File: src/rtl/seg_scan_display_if.sv
// rtl/seg_scan_display_if.sv - content load and handshake bundle for seg_scan_display
interface seg_scan_display_if #(
  parameter int NUM_DIGITS = 4
);
  logic [4*NUM_DIGITS-1:0] glyph_in;
  logic [NUM_DIGITS-1:0]   digit_en_in;
  logic [NUM_DIGITS-1:0]   dp_in;
  logic [NUM_DIGITS-1:0]   blink_in;
  logic                    update_req;
  logic                    busy;
  logic                    update_done;

  modport master (
    output glyph_in, digit_en_in, dp_in, blink_in, update_req,
    input  busy, update_done
  );

  modport slave (
    input  glyph_in, digit_en_in, dp_in, blink_in, update_req,
    output busy, update_done
  );
endinterface

File: src/rtl/seg_scan_display.sv
// rtl/seg_scan_display.sv - multiplexed seven-segment scanner with blink, blanking gap
// and frame-aligned content commit
module seg_scan_display #(
  parameter int NUM_DIGITS   = 4,
  parameter int REFRESH_DIV  = 100000,
  parameter int BLANK_CYCLES = 16,
  parameter int BLINK_FRAMES = 250
) (
  input  logic                  clk,
  input  logic                  rst,
  seg_scan_display_if.slave     bus,
  output logic [7:0]            seg,
  output logic [NUM_DIGITS-1:0] an
);
  localparam int CW = (REFRESH_DIV > 1) ? $clog2(REFRESH_DIV) : 1;
  localparam int IW = (NUM_DIGITS > 1) ? $clog2(NUM_DIGITS) : 1;
  localparam int FW = (BLINK_FRAMES > 1) ? $clog2(BLINK_FRAMES) : 1;

  logic [CW-1:0]           cnt;
  logic [IW-1:0]           idx;
  logic [FW-1:0]           frame_cnt;
  logic                    blink_phase;
  logic                    busy_r;
  logic                    done_r;
  logic [4*NUM_DIGITS-1:0] act_glyph, pend_glyph;
  logic [NUM_DIGITS-1:0]   act_en, act_dp, act_blink;
  logic [NUM_DIGITS-1:0]   pend_en, pend_dp, pend_blink;

  logic                    slot_end;
  logic                    frame_end;
  logic                    dark;
  logic [3:0]              cur_glyph;
  logic [7:0]              table_seg;
  logic [7:0]              seg_nxt;
  logic [NUM_DIGITS-1:0]   an_nxt;

  assign bus.busy        = busy_r;
  assign bus.update_done = done_r;

  function automatic logic [7:0] decode(input logic [3:0] g);
    case (g)
      4'h0:    decode = 8'hC6;
      4'h1:    decode = 8'h83;
      4'h2:    decode = 8'h88;
      4'h3:    decode = 8'h90;
      4'h4:    decode = 8'h8E;
      4'h5:    decode = 8'h86;
      4'h6:    decode = 8'hA1;
      4'h7:    decode = 8'h46;
      4'h8:    decode = 8'hBF;
      default: decode = 8'hFF;
    endcase
  endfunction

  assign slot_end  = (cnt == CW'(REFRESH_DIV - 1));
  assign frame_end = slot_end && (idx == IW'(NUM_DIGITS - 1));

  always_comb begin
    cur_glyph = act_glyph[4*int'(idx) +: 4];
    table_seg = decode(cur_glyph);
    // Blanking gap at slot start keeps the previous digit's segments from ghosting.
    dark      = (32'(cnt) < BLANK_CYCLES) || !act_en[idx] || (act_blink[idx] && blink_phase);
    seg_nxt   = 8'hFF;
    an_nxt    = '1;
    if (!dark) begin
      seg_nxt = {table_seg[7] & ~act_dp[idx], table_seg[6:0]};
      an_nxt  = ~(NUM_DIGITS'(1) << idx);
    end
  end

  always_ff @(posedge clk) begin
    if (rst) begin
      cnt         <= '0;
      idx         <= '0;
      frame_cnt   <= '0;
      blink_phase <= 1'b0;
      busy_r      <= 1'b0;
      done_r      <= 1'b0;
      act_glyph   <= '1;
      pend_glyph  <= '1;
      act_en      <= '0;
      act_dp      <= '0;
      act_blink   <= '0;
      pend_en     <= '0;
      pend_dp     <= '0;
      pend_blink  <= '0;
      seg         <= 8'hFF;
      an          <= '1;
    end else begin
      seg    <= seg_nxt;
      an     <= an_nxt;
      done_r <= 1'b0;

      if (slot_end) begin
        cnt <= '0;
        idx <= (idx == IW'(NUM_DIGITS - 1)) ? '0 : idx + IW'(1);
      end else begin
        cnt <= cnt + CW'(1);
      end

      if (frame_end) begin
        if (frame_cnt == FW'(BLINK_FRAMES - 1)) begin
          frame_cnt   <= '0;
          blink_phase <= ~blink_phase;
        end else begin
          frame_cnt <= frame_cnt + FW'(1);
        end
      end

      // A commit takes priority; a request landing in the commit cycle is dropped.
      if (frame_end && busy_r) begin
        act_glyph <= pend_glyph;
        act_en    <= pend_en;
        act_dp    <= pend_dp;
        act_blink <= pend_blink;
        busy_r    <= 1'b0;
        done_r    <= 1'b1;
      end else if (bus.update_req && !busy_r) begin
        pend_glyph <= bus.glyph_in;
        pend_en    <= bus.digit_en_in;
        pend_dp    <= bus.dp_in;
        pend_blink <= bus.blink_in;
        busy_r     <= 1'b1;
      end
    end
  end
endmodule

File: src/flat_wrapper.sv
// flat-port wrapper written by rule: the top's interface ports become plain ports
module seg_scan_display_flat 
#(
  parameter int NUM_DIGITS   = 4,
  parameter int REFRESH_DIV  = 100000,
  parameter int BLANK_CYCLES = 16,
  parameter int BLINK_FRAMES = 250
)
  (clk, rst, seg, an, bus_glyph_in, bus_digit_en_in, bus_dp_in, bus_blink_in, bus_update_req, bus_busy, bus_update_done);
  seg_scan_display_if #(.NUM_DIGITS(NUM_DIGITS)) bus_i ();
  input  logic clk;
  input  logic rst;
  output logic [7:0] seg;
  output logic [NUM_DIGITS-1:0] an;
  input wire logic [$bits(bus_i.glyph_in)-1:0] bus_glyph_in;
  input wire logic [$bits(bus_i.digit_en_in)-1:0] bus_digit_en_in;
  input wire logic [$bits(bus_i.dp_in)-1:0] bus_dp_in;
  input wire logic [$bits(bus_i.blink_in)-1:0] bus_blink_in;
  input wire logic [$bits(bus_i.update_req)-1:0] bus_update_req;
  output wire logic [$bits(bus_i.busy)-1:0] bus_busy;
  output wire logic [$bits(bus_i.update_done)-1:0] bus_update_done;
  assign bus_i.glyph_in = bus_glyph_in;
  assign bus_i.digit_en_in = bus_digit_en_in;
  assign bus_i.dp_in = bus_dp_in;
  assign bus_i.blink_in = bus_blink_in;
  assign bus_i.update_req = bus_update_req;
  assign bus_busy = bus_i.busy;
  assign bus_update_done = bus_i.update_done;
  seg_scan_display #(.NUM_DIGITS(NUM_DIGITS), .REFRESH_DIV(REFRESH_DIV), .BLANK_CYCLES(BLANK_CYCLES), .BLINK_FRAMES(BLINK_FRAMES)) u_core (.clk(clk), .rst(rst), .bus(bus_i), .seg(seg), .an(an));
endmodule
File: config.mk
export PLATFORM = sky130hd
export DESIGN_NAME = seg_scan_display_flat
export DESIGN_NICKNAME = d
export VERILOG_FILES = /design/src/rtl/seg_scan_display_if.sv /design/src/rtl/seg_scan_display.sv /design/src/flat_wrapper.sv
export SDC_FILE = /design/constraint.sdc
export NUM_CORES = 1
export LEC_CHECK = 0
export ABC_CLOCK_PERIOD_IN_PS = 2400
export CORE_MARGIN = 5
export CORE_UTILIZATION = 40
export CTS_BUF_LIST = sky130_fd_sc_hd__clkbuf_8
export DETAILED_ROUTE_END_ITERATION = 16
export GPL_TIMING_DRIVEN = 0
export PLACE_DENSITY = 0.61
export SYNTH_ARGS = -nofsm -noshare
export SYNTH_HDL_FRONTEND = slang
export SYNTH_SLANG_ARGS = --single-unit
export TNS_END_PERCENT = 50
File: constraint.sdc
create_clock -name clk -period 2.4 [get_ports clk]
set_clock_uncertainty 0.1 [all_clocks]
set_input_delay 0.72 -clock clk [delete_from_list [all_inputs] [get_ports clk]]
set_output_delay 0.72 -clock clk [all_outputs]
set_load 0.05 [all_outputs]
---- Yosys cells after proc, flatten, opt, wreduce, memory -nomap -nowiden ----
Memory sizes are Yosys's and may differ from the RTL's.
Cells that the tools add are included.
operators by class
  magnitude comparators ................... 2
  muxes and demuxes ....................... 9
  shift operators ......................... 2
  eq/ne operators ......................... 3
  bitwise logic cells ..................... 5
  add/subtract/negate cells ............... 3
  reductions and logical operators ........ 13
operator list
  kind                                                                   count
  17-bit by 1-bit adder with 17-bit output, second input constant        1
  17-bit equality test, second input constant                            1
  17-bit by 5-bit < comparator with 1-bit output, second input constant  1
  16-bit by 5-bit variable part select with 4-bit output                 1
  8-bit by 1-bit adder with 8-bit output, second input constant          1
  8-bit equality test, second input constant                             1
  8-bit two-way mux                                                      1
  1-bit binary-select mux with 2-bit select                              3
  2-bit OR reduction                                                     3
  1-bit logical AND                                                      4
  1-bit two-way mux                                                      4
  4-bit NOT                                                              1
  2-bit AND reduction                                                    2
  1-bit by 2-bit left shift with 4-bit output, first input constant      1
  2-bit by 3-bit < comparator with 1-bit output, second input constant   1
  1-bit NOT                                                              3
  2-bit by 1-bit adder with 2-bit output, second input constant          1
  2-bit equality test, second input constant                             1
  1-bit logical NOT                                                      2
  1-bit logical OR                                                       2
  2-bit two-way mux                                                      1
  1-bit AND                                                              1
storage, ports and cells
  register bits after elaboration ......... 98
  logic and storage cells ................. 54
  memories ................................ 1
  input port bits ......................... 31
  ROM bits ................................ 128
  output and inout port bits .............. 14
memories
  name             depth  bits a word  rd ports  clocked after memory_dff  write ports  RTL line                text
  (no name shown)  16     8            1         0                         0            seg_scan_display.sv:41  case (g)

---- Depth between registers and ports, before layout ----
  depth in word-level cells ............... 6
  depth in mapped cells ................... 8
  depth with buffers taken out ............ 6

---- Least setup slack after synthesis ----
OpenSTA, ideal clock, no wires.
  path kind ............................... register -> register
  start ................................... reg u_core.cnt[0]
  end ..................................... reg u_core.cnt[10]
  setup slack ............................. 0.299 ns
  arrival time ............................ 1.884 ns
  required time ........................... 2.183 ns
  cell stages (with the launch flop) ...... 8
  library setup time ...................... 0.117 ns
  buffers on the path ..................... 2
  clock period less this slack ............ 2.101 ns
  path through ............................ dfxtp_1 -> ha_1 -> nand3_1 -> or4_1 -> clkbuf_2 -> o21ai_1 -> buf_2 -> nor2_1
on the way
  cells in the longest elaborated chain, start to end .. 2
  elaborated cells on any way between the ends .. 3
  classes of those cells .................. add/sub: 1; eq/ne: 1; reduce/logical: 1
RTL lines
  item                                                                                              RTL line                text
  start, declared                                                                                   seg_scan_display.sv:19  logic [CW-1:0] cnt;
  start signal, assigned                                                                            seg_scan_display.sv:98  cnt <= cnt + CW'(1);
  parallel branches: the longest is 2 deep, another holds 17-bit by 1-bit adder with 17-bit output  -
Parallel ways; which one is timed is not known.
A chain may end at the register's enable or synchronous reset.

---- Final worst setup path ----
  start ................................... reg u_core.an[3]
  end ..................................... out an[3]
RTL lines
  item                    RTL line                text
  start, declared         seg_scan_display.sv:13  output logic [NUM_DIGITS-1:0] an
  start signal, assigned  seg_scan_display.sv:91  an <= an_nxt;
  end, declared           flat_wrapper.sv:14      output logic [NUM_DIGITS-1:0] an;
No word-level cell between the ends.

==> reports/qor.csv <==
metric;value;unit
Ys Warns;0;
synthesized area per cell;8.66;µm²
post-DP HPWL;7.37;mm
Die X;112;µm
first-pass GRT wire length;17.0;mm
initial antenna violation count;0;
routed wire length;9.79;mm
Synth Cell Area;0.00419;mm²
CP top delay family;buffers and inverters;
critical path, cell by cell;clkdlybuf4s50_1;
Clock H-tree levels;3;
sequential area share after synthesis;46.8;%
vias in the first global route;3459;
Total Die Area;0.0126;mm²
type of element capturing the critical path;output pin;
initial core utilization;40.8;%
input/output buffers;44;
Clock Tree Buf Depth;2;
Clk pin slew, worst setup/hold paths;90;ps
asr flop ratio synth;0;%
CTS tree;built;
Final Power;2.94;mW
Max stage delay on crit path;790;ps
fin crit period;2280;ps
ANT cells;0;
RSZ-0062 raised after global routing;yes;
GPL Wtd Cong;0.892;
syn_nets;522;
DP Cell Count;664;
Slew Limit Fails;0;
CP Class;flop to output pin;
share of cells above drive strength 1;7.89;%
CP Launch Type;flop;
WL per Instance;14.4;µm
worst hold path type;flop to flop;
Crit-path slowest cell;clkdlybuf4s50_1;
Synth top area share;46.8;%
leakage power;1.75;nW
Worst Path Max Fanout;1;
Post-synth EDFFs;0;
DRT Pass-1 Iters;5;
synth top area cells;dfxtp_1 47%, nand2_1 6.8%, o31ai_1 5.7%, nand3_1 5.4%, nand4_1 5.2%;
Design Area, Final;0.00505;mm²
Clk Latency, worst-skew pair;350;ps
DRC violations left;0;
core area;0.0103;mm²
FF+latch count, synth;98;
hold buffer count at cts;0;
die height;112;µm
ys flop type;dfxtp_1;
area grow syn2layout;20.6;%
largest net degree at the start of global routing;15;
number of library cell types mapped by synthesis;44;
Root Buffer;clkbuf_8;
Final ANT Viol Nets;0;
hold_ws;360;ps
cell taking the most area after synthesis;dfxtp_1;
CP Buf/Inv Count;1;
FMAX;0.438;GHz
post-synthesis instance total;484;
power density over cell area;582;mW/mm²
period utilization;95.1;%
CTS Sinks;98;
Setup violations, final;0;
Peak VDD IR;0.307;mV
Avg Vias per Cell;5.38;
max-cap check violation count;0;
routed via count;3663;
Nets;579;
CP required;1580;ps
critical path arrival;1460;ps
outcome;complete, no violations;
Tot GR Track Use;16.3;%
Fin. Hold Viols;0;
Num CTS Buffers;9;
Iter 0 DRT Violations;197;
IO Count;45;
Post-Layout Cell Count;681;
grt ovf;0;
worst rel slew slack;65.2;%
measured slew at the worst slew-check pin;521;ps
placed inst area;0.00480;mm²
num rows;37;
-- cell usage after synthesis, types with 2 or more instances --
cell type / number
nand4_1: 35
dfxtp_1: 98
clkbuf_1: 27
and3b_1: 2
buf_1: 6
inv_1: 6
a21boi_0: 4
a21oi_1: 35
nand2b_1: 2
buf_2: 5
nor2_1: 21
and3_1: 6
or2_2: 2
ha_1: 7
nor4_1: 2
xnor2_1: 5
and4_1: 5
clkbuf_2: 2
mux4_2: 6
xor2_1: 8
o32ai_1: 2
and2_1: 3
or3_1: 2
a311oi_1: 2
a41oi_1: 3
o31ai_1: 32
o21ai_0: 12
or4_1: 9
nand2_1: 76
nand3_1: 45
-- layout by cell type (no fill, tap or decap), types with 2 or more instances in the layout --
cell | Yosys | final
or2_2 | 2 | 2
clkbuf_2 | 2 | 5
inv_1 | 6 | 7
a311oi_1 | 2 | 2
ha_1 | 7 | 6
or4_1 | 9 | 9
o32ai_1 | 2 | 2
mux4_2 | 6 | 6
or3_1 | 2 | 2
xnor2_1 | 5 | 5
nand3_1 | 45 | 45
buf_4 | 0 | 3
buf_2 | 5 | 6
dfxtp_1 | 98 | 98
clkbuf_8 | 0 | 12
and3b_1 | 2 | 2
nand4_1 | 35 | 35
buf_1 | 6 | 5
xor2_1 | 8 | 8
a21oi_1 | 35 | 35
clkdlybuf4s50_1 | 0 | 43
nand2_1 | 76 | 76
o21ai_0 | 12 | 12
clkbuf_1 | 27 | 23
and2_1 | 3 | 3
and3_1 | 6 | 6
nor4_2 | 1 | 2
o31ai_1 | 32 | 31
nor2_1 | 21 | 21
and4_1 | 5 | 5
nand2b_1 | 2 | 2
a21boi_0 | 4 | 4
a41oi_1 | 3 | 3
-- sequential cells by signal, summed over array words and instances (netlist names), 2 cells and up --
register / flops
u_core.act_blink: 4
u_core.act_en: 4
u_core.act_dp: 4
u_core.act_glyph: 16
u_core.seg: 8
u_core.an: 4
u_core.pend_en: 4
u_core.idx: 2
u_core.pend_glyph: 16
u_core.frame_cnt: 8
u_core.cnt: 17
u_core.pend_dp: 4
u_core.pend_blink: 4
-- final timing paths --
kind                       from             endpoint  slack (ps)  cells past startpoint
setup reg to reg  u_core.cnt[0]  u_core.frame_cnt[1]         160                      6
hold reg to reg   u_core.cnt[0]        u_core.cnt[0]         360                      1
hold / removal    u_core.cnt[0]        u_core.cnt[0]         360                      1
setup / recovery   u_core.an[3]                an[3]         120                      1
-- report_power, final --
part | internal [mW] | leakage [nW] | switching (mW) | total [mW]
Sequential | 1.67 | 0.797 | 0.0255 | 1.69
Clock | 0.557 | 0.110 | 0.522 | 1.08
Combinational | 0.0821 | 0.847 | 0.0889 | 0.171
Total | 2.30 | 1.75 | 0.636 | 2.94
-- what timing repair did --
action / in CTS / in global routing
gates resized for setup: 2 / 13
buffers inserted: 0 / 3
pin swaps: 0 / 1
endpoints found under the setup margin: 11 / 41
-- layout make-up --
type / count / area [µm²]
fillers: 1056 / 5220
plain buffers: 39 / 160
clock inverters: 3 / 38.8
repair buffers: 47 / 462
flip-flops and latches: 98 / 1960
clock buffers: 12 / 165
inverters: 7 / 26.3
well taps: 136 / 170
multi-input cells: 339 / 2070
-- metrics by stage --
stage               setup WS (ps)  setup TNS, ps  utilization, %
CTS                         0.268              0            48.7
detailed placement          -87.1          -2530            46.7
global route                -34.7           -122            49.2
finish                        117              0            49.2
floorplan                     299              0               -
global placement            -89.4          -1930            46.7
-- cells by family after synthesis --
group	Yosys count	synth area share, %
AOI/OAI and AO/OA	96	14.5
DFF	98	46.8
adders and majority gates	7	2.09
and+or+nand+nor	217	26.2
buffers and inverters	47	4.42
muxes	6	3.22
xor gates and xnor gates	13	2.72
-- layer usage --
metal	global-route usage, %	vias to the layer above	routed length, µm
li1	-	1884	-
met1	22.5	1709	4770
met2	26.0	62	4630
met3	2.43	8	310
met4	5.53	0	89
met5	0	-	0
Note: power is estimated with default switching activity, not from simulation.
